--- src/rtl/step_pkg.sv ---
// Shared definitions for the step-counter path: FSM encoding and default
// thresholds used by the window sequencer, the display and other step-path blocks.
package step_pkg;

    typedef enum logic [1:0] {
        ST_IDLE = 2'd0,
        ST_RUN  = 2'd1,
        ST_DONE = 2'd2
    } state_e;

    localparam int STEP_THRESH_DEF = 32;
    localparam int WINDOW_SECS_DEF = 10;
    localparam int CNT_W           = 6;
    localparam int WIN_W           = 4;

endpackage

--- src/rtl/pulse_sync_edge.sv ---
// Brings an asynchronous pulse into the clk domain through two flops and
// emits a one-clk strobe on each rising edge of the synchronised level.
module pulse_sync_edge (
    input  logic i_clk,
    input  logic i_rst_n,
    input  logic i_pulse,
    output logic o_edge
);

    logic r_meta;
    logic r_sync;
    logic r_prev;

    // NOTE: non-blocking assignments make the three flops shift in lockstep;
    // blocking ones would collapse the chain into a single stage.
    always_ff @(posedge i_clk or negedge i_rst_n) begin
        if (!i_rst_n) begin
            r_meta <= 1'b0;
            r_sync <= 1'b0;
            r_prev <= 1'b0;
        end else begin
            r_meta <= i_pulse;
            r_sync <= r_meta;
            r_prev <= r_sync;
        end
    end

    assign o_edge = r_sync & ~r_prev;

endmodule

--- src/rtl/step_window_sequencer.sv ---
// Runs one observation window: 1 s tick generation, per-second step counting
// and tallying of seconds that reach the step threshold.
module step_window_sequencer
    import step_pkg::*;
#(
    parameter int CLK_HZ      = 100_000_000,
    parameter int STEP_THRESH = STEP_THRESH_DEF,
    parameter int WINDOW_SECS = WINDOW_SECS_DEF
) (
    input  logic             clk,
    input  logic             reset,
    input  logic             start,
    input  logic             stop,
    input  logic             pulse,
    output logic             sec_tick,
    output logic [CNT_W-1:0] pulses_this_sec,
    output logic [WIN_W-1:0] over_count,
    output logic [WIN_W-1:0] window_sec,
    output logic             busy,
    output logic             done
);

    localparam int               PRESC_W    = (CLK_HZ > 1) ? $clog2(CLK_HZ) : 1;
    localparam logic [PRESC_W-1:0] PRESC_LAST = PRESC_W'(CLK_HZ - 1);
    localparam logic [CNT_W-1:0] THRESH     = CNT_W'(STEP_THRESH);
    localparam logic [CNT_W-1:0] CNT_SAT    = CNT_W'(STEP_THRESH + 1);
    localparam logic [WIN_W-1:0] WIN_MAX    = WIN_W'(WINDOW_SECS);
    localparam logic [WIN_W-1:0] WIN_PRE    = WIN_W'(WINDOW_SECS - 1);

    state_e             r_state;
    logic [PRESC_W-1:0] r_presc;
    logic [CNT_W-1:0]   r_pulses;
    logic [WIN_W-1:0]   r_over;
    logic [WIN_W-1:0]   r_win;
    logic               r_busy;
    logic               r_done;
    logic               w_edge;
    logic               w_tick;

    pulse_sync_edge u_pulse_sync_edge (
        .i_clk   (clk),
        .i_rst_n (reset),
        .i_pulse (pulse),
        .o_edge  (w_edge)
    );

    assign w_tick = (r_state == ST_RUN) && (r_presc == PRESC_LAST);

    always_ff @(posedge clk or negedge reset) begin
        if (!reset) begin
            r_state  <= ST_IDLE;
            r_presc  <= '0;
            r_pulses <= '0;
            r_over   <= '0;
            r_win    <= '0;
            r_busy   <= 1'b0;
            r_done   <= 1'b0;
        end else if (stop) begin
            r_state  <= ST_IDLE;
            r_pulses <= '0;
            r_over   <= '0;
            r_win    <= '0;
            r_busy   <= 1'b0;
            r_done   <= 1'b0;
        end else if (start && (r_state != ST_RUN)) begin
            r_state  <= ST_RUN;
            r_presc  <= '0;
            r_pulses <= '0;
            r_over   <= '0;
            r_win    <= '0;
            r_busy   <= 1'b1;
            r_done   <= 1'b0;
        end else if (r_state == ST_RUN) begin
            if (w_tick) begin
                r_presc <= '0;
                r_win   <= r_win + 1'b1;
                if ((r_pulses >= THRESH) && (r_over != WIN_MAX)) begin
                    r_over <= r_over + 1'b1;
                end
                // The final second's count stays visible once the window is done.
                if (r_win == WIN_PRE) begin
                    r_state <= ST_DONE;
                    r_busy  <= 1'b0;
                    r_done  <= 1'b1;
                end else begin
                    r_pulses <= w_edge ? CNT_W'(1) : '0;
                end
            end else begin
                r_presc <= r_presc + 1'b1;
                if (w_edge && (r_pulses != CNT_SAT)) begin
                    r_pulses <= r_pulses + 1'b1;
                end
            end
        end
    end

    assign sec_tick        = w_tick;
    assign pulses_this_sec = r_pulses;
    assign over_count      = r_over;
    assign window_sec      = r_win;
    assign busy            = r_busy;
    assign done            = r_done;

endmodule

--- config.mk ---
export PLATFORM = sky130hd
export DESIGN_NAME = step_window_sequencer
export DESIGN_NICKNAME = d
export VERILOG_FILES = /design/src/rtl/step_pkg.sv /design/src/rtl/pulse_sync_edge.sv /design/src/rtl/step_window_sequencer.sv
export SDC_FILE = /design/constraint.sdc
export NUM_CORES = 1
export LEC_CHECK = 0
export ABC_AREA = 1
export CORE_ASPECT_RATIO = 2
export CORE_UTILIZATION = 63
export CTS_BUF_LIST = sky130_fd_sc_hd__clkbuf_16
export DETAILED_ROUTE_END_ITERATION = 10
export PLACE_DENSITY = 0.91
export SLEW_MARGIN = 20
export SYNTH_ARGS = -nofsm -noshare
export SYNTH_HDL_FRONTEND = slang
export SYNTH_SLANG_ARGS = --single-unit
--- constraint.sdc ---
create_clock -name clk -period 4.4 [get_ports clk]
set_input_delay 0.88 -clock clk [delete_from_list [all_inputs] [get_ports clk]]
set_output_delay 0.88 -clock clk [all_outputs]
set_load 0.05 [all_outputs]
* After elaboration in Yosys (flattened, before gate mapping)
Cells that the tools add are included.
Storage, ports and cells: input bits 5, logic and storage cells 74, output and inout bits 17, bits in registers 48
Cells by class: reduce and logical (&&, ||, !) cells 15, add/subtract/negate cells 4, mux-type cells 34, magnitude comparators 1, eq/ne operators 7, bitwise operators 3
Operator list (count):
- 27-bit 2-to-1 mux | 3
- 4-bit 2-to-1 mux | 9
- 6-bit 2-to-1 mux | 6
- 27-bit by 1-bit adder with 27-bit output (second input constant) | 1
- 27-bit == test (second input constant) | 1
- 3-bit nonzero test | 4
- 1-bit 2-to-1 mux | 11
- 2-bit 2-to-1 mux | 5
- 3-bit AND reduction | 3
- 4-bit by 1-bit adder with 4-bit output (second input constant) | 2
- 4-bit != test (second input constant) | 2
- 6-bit by 1-bit adder with 6-bit output (second input constant) | 1
- 6-bit greater-or-equal comparator (second input constant) | 1
- 6-bit != test (second input constant) | 1
- 4-bit == test (second input constant) | 1
- 1-bit logical AND | 4
- 2-bit AND reduction | 2
- 4-bit nonzero test | 1
- 2-bit by 1-bit == test with 1-bit output (second input constant) | 1
- 2-bit by 1-bit != test with 1-bit output (second input constant) | 1
- 1-bit inverter | 2
- 2-bit nonzero test | 1
- 1-bit AND | 1

* Logic depth before layout (Yosys ltp)
Gate-level depths: netlist of run 1.
depth after elaboration 8, gate-level depth with buffers 11, mapped depth without buffers 11

* Hierarchy
A second synthesis of run 1 with hierarchy kept.
Unflattened totals: cell total of the unflattened synthesis 387, area, all modules 2827.7 µm²
By module, submodules not included:
- step_window_sequencer | area each 2742.6 µm², seq. area each 1076.0 µm², cells each 382, instances 1
- pulse_sync_edge | area each 85.1 µm², seq. area each 75.1 µm², cells each 5, instances 1

* Worst setup path after synthesis of run 1
No wires, ideal clock.
kind reg2out, start register r_state[0], end output sec_tick, data required time 3520 ps, path buffers 0, arrival time 1492 ps, cell stages (with the launch flop) 7, path slack 2028 ps, cell sequence dfrtp_1 -> inv_1 -> nor2_2 -> nand3_2 -> nor2_4 -> nand2_4 -> inv_2
Between the ends: cells in the longest elaborated chain, start to end 2
Ends and longest elaborated chain:
- start: declaration | line step_window_sequencer.sv:30 | state_e r_state;
- start signal: assignment | line step_window_sequencer.sv:51 | r_state <= ST_IDLE;
- start signal: assignment | line step_window_sequencer.sv:59 | r_state <= ST_IDLE;
- start signal: assignment | line step_window_sequencer.sv:66 | r_state <= ST_RUN;
- 2-bit by 1-bit == test with 1-bit output | line step_window_sequencer.sv:47 | assign w_tick = (r_state == ST_RUN) && (r_presc == PRESC_LAST);
- 1-bit logical AND | line step_window_sequencer.sv:47
- end: declaration | line step_window_sequencer.sv:15 | output logic sec_tick,
No other way between the ends.

* Final worst setup path of run 1
start register r_presc[0], end output sec_tick
Between the ends: cells in the longest elaborated chain, start to end 2
Ends and longest elaborated chain:
- start: declaration | line step_window_sequencer.sv:31 | logic [PRESC_W-1:0] r_presc;
- start signal: assignment | line step_window_sequencer.sv:89 | r_presc <= r_presc + 1'b1;
- 27-bit == test | line step_window_sequencer.sv:47
- 1-bit logical AND | line step_window_sequencer.sv:47
No other way between the ends.

==> impl_metrics.csv, run 1 <==
group,metric,value,unit
timing,hold_violations,0,
timing,rsz0062_at_grt,"false",
setup_path,crit_chain,"ha_1 -> nand2_1 -> nor2_2 -> nand2_4 -> nor2_4 -> nand2_4 -> inv_2 -> clkdlybuf4s50_1",
placed_design,hpwlAfterDp,5020,um
drt,final_antenna_net_count,0,
drt,drc_errors,0,
run,maxCapViolations,0,
worst_hold_path,hp-start,"u_pulse_sync_edge.r_meta",
synth,postSynthAreaPerCell,7.46,um^2
cells_and_area,ff_latch_area,1150,um^2
setup_path,critPathBufInv,2,
timing,timing.fmax,300,MHz
global_routing,grt_remaining_overflow,0,
cts,postCtsHoldBufs,0,
setup_path,start_kind,"register",
timing,fin_ws,1.07,ns
setup_path,cpPeakStageDelay,0.80,ns
global_routing,grt_usage,0.313,
cells_and_area,final_cell_mix,"nand2_1, dfrtp_1, inv_1",
synth,synth-seq-cells,46,
timing,tns,0,ns
cts,cts_root_buffer,"clkbuf_16",
synth,synth_area_leader_cell,"dfrtp_1",
setup_path,criticalPathCategory,"reg2out",
setup_path,r2r_end,"r_presc[10]",
setup_path,critPathCaptureType,"output pin",
placed_design,dp.cells,457,
placed_design,dp_worst_setup_slack,1.40,ns
drt,vias_per_cell,5.87,
setup_path,reg2reg_slack,2.52,ns
cts,cts_sinks,46,
timing,final_max_slew_viol_count,0,
cells_and_area,syn2layout_area_growth,15.3,%
global_routing,antenna_found_initial,0,
synth,synth.distinct_cells,31,
cts,ctsResizeCount,0,
timing,skew,0.00790,ns
run_status,status,"finished, final reports clean",
drt,vias,2731,
power,leakage,1.54,nW
synth,mappedNetlistArea,2860,um^2
placed_design,post_dp_cell_area,3130,um^2
placed_design,portBuffers,21,
power,ir_drop,358,uV
drt,drt-total-wl,7010,um
global_routing,grt_max_degree,47,
global_routing,grt_pass1_wl,11700,um
cells_and_area,fill_cells,310,
cts,numCtsBuffers,5,
setup_path,worstPathMaxFanout,8,
floorplan,io_pins,22,
cells_and_area,multi_input_area,1520,um^2
synth,syn_inst,383,
cts,clk_path_buf_depth,2,
synth,ys_seq_area_frac,0.403,
cells_and_area,layout-drive-gt1-share,0.102,
cts,htree_levels,2,
setup_path,crit_arrival,2.45,ns
timing,setup_violations,0,
drt,wl_per_cell,15.1,um
setup_path,critical_path.slowest_cell,"clkdlybuf4s50_1",
timing,min_period,3.33,ns
setup_path,timing.rr.start,"r_state[1]",
cells_and_area,final-instance-count-excl-fill,465,
drt,drtIter0Drc,110,
floorplan,row_count,34,
power,power_density,293,nW/um^2
setup_path,reg2regPathDepth,9,
cells_and_area,fin_area,3300,um^2
worst_hold_path,holdPathEnd,"u_pulse_sync_edge.r_sync",
worst_hold_path,hold_class,"reg2reg",
floorplan,die_area,4830,um^2
cts,path_clk_slew,0.06,ns
cells_and_area,final_common_cell,"nand2_1",
setup_path,cp_top_family,"buffers and inverters",
cells_and_area,nets,423,
cells_and_area,antenna_cells,0,
cts,cts_setup_buffers,0,
global_routing,grt_pass1_vias,2788,
floorplan,dieHeight,97.3,um
floorplan,core-area,4340,um^2
synth,yosys-top-cells-area,"dfrtp_1, nand2_1, nand3_1, inv_1, nor2_1",
floorplan,die_width,49.6,um
timing,fin_crit_sh,0.757,
timing,worstMarginPinSlew,0.592,ns
setup_path,path_common_cell,"nand2_4",
drt,firstDrtPassIters,5,
synth,synth_top_area_share,0.403,
power,power,966,uW
placed_design,gp_congestion,0.918,
floorplan,start_util,0.659,
cts,cts_tree,"built",
setup_path,critPathRequiredTime,3.52,ns
synth,synthesis.nets,396,
timing,relSlewSlack,0.605,
synth,yosysWarnings,0,
worst_hold_path,worstHoldPathCells,0,
cts,clk_latency,0.29,ns
cell usage after synthesis:
master    count
a21oi_1      14
a21oi_4       1
a31oi_1       2
and2_1        1
and3b_1       1
buf_2         2
dfrtp_1      46
ha_1          8
inv_1        45
inv_2         3
nand2_1      98
nand2_2       7
nand2_4       5
nand3_1      39
nand3_2       1
nand3_4       1
nand4_1      10
nor2_1       44
nor2_2        9
nor2_4        4
nor3_1        7
nor3_2        1
nor3b_1       2
nor4_1        3
o211ai_1      1
o21ai_0       5
o21ai_1       7
o21bai_1      1
o22ai_1       1
xnor2_1       1
xor2_1       13
power by group:
group,internal (mW),total [mW],switching (mW)
sequential,0.433,0.445,0.0122
clock,0.266,0.427,0.161
combinational,0.0273,0.0938,0.0665
total,0.726,0.966,0.240
metal layers:
| layer | wire [um] | vias to the layer above | track usage |
|---|---|---|---|
| li1 | - | 1281 | - |
| met1 | 2470 | 1268 | 0.309 |
| met2 | 3790 | 133 | 0.572 |
| met3 | 286 | 49 | 0.0407 |
| met5 | 0 | - | 0 |
| met4 | 453 | 0 | 0.218 |
how the worst max path moves through the flow:
| stage | start | to | slack, ns | cells past startpoint |
|---|---|---|---|---|
| final | r_presc[0] | sec_tick | 1.07 | 8 |
| after global routing | r_presc[0] | sec_tick | 0.95 | 8 |
| after CTS | r_presc[0] | sec_tick | 1.09 | 8 |
| after detailed placement | r_presc[0] | sec_tick | 1.40 | 8 |
| after global placement | r_presc[0] | sec_tick | 1.47 | 8 |
| after floorplan | r_state[0] | sec_tick | 2.03 | 6 |
layout make-up:
type                            count  area share
Multi-Input combinational cell    287       0.460
Sequential cell                    46       0.349
Timing Repair Buffer               22      0.0653
Inverter                           48      0.0547
Clock buffer                        5      0.0380
Tap cell                           54      0.0205
Clock inverter                      3      0.0121
metrics by stage:
step | utilization | hold WS, ns
2_1_floorplan | - | 0.331
3_3_place_gp | 0.721 | 0.338
3_5_place_dp | 0.721 | 0.335
4_1_cts | 0.759 | 0.347
5_1_grt | 0.760 | 0.356
6_report | 0.760 | 0.345
logic make-up (layout without fill, tap and decap cells):
| kind of cell | Yosys count | in the layout | synth area share |
|---|---|---|---|
| adder cells (fa/ha/maj) | 8 | 8 | 0.0350 |
| buffers and inverters | 50 | 78 | 0.0665 |
| XOR/XNOR | 14 | 14 | 0.0429 |
| flip-flops | 46 | 46 | 0.403 |
| AND/OR/NAND/NOR | 233 | 233 | 0.390 |
| AO/OA/AOI/OAI | 32 | 32 | 0.0630 |
state kept, by name (all words and copies together) (netlist names):
register	count
u_pulse_sync_edge.r_meta	1
r_state	2
over_count	4
u_pulse_sync_edge.r_prev	1
r_presc	27
window_sec	4
u_pulse_sync_edge.r_sync	1
pulses_this_sec	6
(Power assumes the default switching activity.)
==> inputs of run 2 (changes only) <==
CORE_UTILIZATION = 58   (was 63)
PLACE_DENSITY = 0.85   (was 0.91)
clock period = 3.2 ns   (was 4.4 ns; I/O delays follow)
==> run 2 against run 1 <==
Net effect:
- total power up 39%
- setup slack worse by 0.92 ns
- wire length about the same
- register-to-register slack worse by 1.2 ns
- hold slack better by 0.0051 ns
- largest power group unchanged
- highest routed layer unchanged
==> impl_metrics.csv, run 2 (same netlist as run 1, synthesis figures left out) <==
group,metric,value,unit
timing,timing.fmax,328,MHz
setup_path,cpPeakStageDelay,0.80,ns
cts,cts_tree,"built",
global_routing,grt_pass1_vias,2611,
power,leakage,1.54,nW
global_routing,grt_remaining_overflow,0,
run,maxCapViolations,0,
timing,worstMarginPinSlew,0.585,ns
cts,ctsResizeCount,0,
setup_path,critPathCaptureType,"output pin",
cts,path_clk_slew,0.06,ns
drt,vias,2624,
floorplan,core-area,4690,um^2
floorplan,row_count,35,
placed_design,portBuffers,21,
setup_path,path_common_cell,"nand2_4",
setup_path,reg2regPathDepth,10,
cts,cts_sinks,46,
setup_path,start_kind,"register",
floorplan,dieHeight,101,um
cells_and_area,ff_latch_area,1150,um^2
timing,final_max_slew_viol_count,0,
setup_path,critical_path.slowest_cell,"clkdlybuf4s50_1",
drt,final_antenna_net_count,0,
timing,min_period,3.05,ns
cells_and_area,layout-drive-gt1-share,0.102,
global_routing,grt_usage,0.301,
power,seqPwrFrac,0.457,
timing,hold_violations,0,
timing,fin_crit_sh,0.953,
worst_hold_path,hold_class,"in2async",
cells_and_area,final_cell_mix,"nand2_1, dfrtp_1, inv_1",
drt,drtIter0Drc,84,
timing,setup_violations,0,
cts,cts_root_buffer,"clkbuf_16",
global_routing,antenna_found_initial,0,
power,clockPowerShare,0.448,
power,p_sw,336,uW
power,ir_drop,334,uV
cells_and_area,largest_reg_flops,27,
setup_path,criticalPathCategory,"reg2out",
drt,wl_per_cell,15.0,um
cts,clk_path_buf_depth,2,
drt,vias_per_cell,5.63,
power,p_int,1.00,mW
cts,postCtsHoldBufs,0,
global_routing,grt_max_degree,47,
floorplan,start_util,0.610,
cells_and_area,nets,423,
setup_path,worstPathMaxFanout,8,
setup_path,critPathRequiredTime,2.56,ns
floorplan,die_area,5230,um^2
cells_and_area,final_common_cell,"nand2_1",
setup_path,crit_arrival,2.41,ns
power,power_density,406,nW/um^2
timing,worst_hold_slack,0.350,ns
power,swShare,0.251,
power,power_frac_comb,0.095,
cts,numCtsBuffers,5,
placed_design,gp_congestion,0.913,
drt,drt-total-wl,7010,um
drt,drc_errors,0,
floorplan,die_width,51.6,um
cells_and_area,antenna_cells,0,
cells_and_area,regMostFlops,"r_presc",
run_status,status,"finished, final reports clean",
cells_and_area,multi_input_area,1520,um^2
floorplan,io_pins,22,
setup_path,crit_chain,"ha_1 -> nand2_1 -> nor2_2 -> nand2_4 -> nor2_4 -> nand2_4 -> inv_2 -> clkdlybuf4s50_1",
cts,htree_levels,2,
cts,clk_latency,0.29,ns
placed_design,hpwlAfterDp,5120,um
global_routing,grt_pass1_wl,11600,um
cells_and_area,syn2layout_area_growth,15.5,%
timing,relSlewSlack,0.610,
timing,rsz0062_at_grt,"false",
cells_and_area,fill_cells,381,
timing,tns,0,ns
timing,skew,0.00546,ns
cts,cts_setup_buffers,0,
drt,firstDrtPassIters,4,
[run 2: cell types whose count changed in the layout (fill, tap and decap cells not counted)]
cell      before  now
clkinv_2       2    1
inv_6          0    1
[run 2: power by group through the flow]
| stage | Sequential [mW] | Clock [mW] | Combinational [mW] |
|---|---|---|---|
| after floorplan | 0.636 | 0 | 0.0665 |
| after global placement | 0.622 | 0 | 0.126 |
| after detailed placement | 0.623 | 0 | 0.128 |
| after CTS | 0.612 | 0.604 | 0.129 |
| after global routing | 0.614 | 0.626 | 0.143 |
| final | 0.612 | 0.600 | 0.128 |
[run 2: final cells by class]
cell class | instances | area share
clock buffer | 5 | 0.0379
sequential | 46 | 0.349
multi-input combinational | 287 | 0.459
tap | 55 | 0.0208
inverter | 48 | 0.0546
timing repair buffer | 22 | 0.0652
clock inverter | 3 | 0.0133
[run 2: per-layer routing]
layer / GRT usage / up-vias / share of wire
met4: 0.198 / 0 / 0.052
met5: 0 / - / 0
met3: 0.0390 / 29 / 0.032
met2: 0.566 / 89 / 0.57
met1: 0.289 / 1223 / 0.35
li1: - / 1283 / -
[run 2: path summary, 6_finish.rpt]
kind / startpoint / to / slack, ns
setup / recovery: r_presc[0] / sec_tick / 0.15
hold / removal: reset / r_presc[9] / 0.35
setup reg to reg: r_presc[0] / r_presc[24] / 1.35
hold reg to reg: u_pulse_sync_edge.r_meta / u_pulse_sync_edge.r_sync / 0.35
max in group asynchronous: reset / r_presc[18] / 2.45
min in group clk: u_pulse_sync_edge.r_meta / u_pulse_sync_edge.r_sync / 0.35
[run 2: metrics by stage]
stage | worst slack (ns) | std cells | power, mW | utilization | instance area (um^2)
floorplan | 1.07 | 383 | 0.702 | - | 2860
global placement | 0.509 | 458 | 0.748 | 0.668 | 3130
global route | 0.0146 | 466 | 1.38 | 0.704 | 3300
detailed placement | 0.467 | 458 | 0.751 | 0.668 | 3130
CTS | 0.153 | 466 | 1.34 | 0.704 | 3300
finish | 0.150 | 466 | 1.34 | 0.704 | 3300
[run 2: worst max-delay path: cells and delay by family, from the launching register on]
kind                       cells  cell delay, ns
DFF                            1            0.39
buffers and inverters          2            0.91
and+or+nand+nor                5            0.62
adders and majority gates      1            0.20
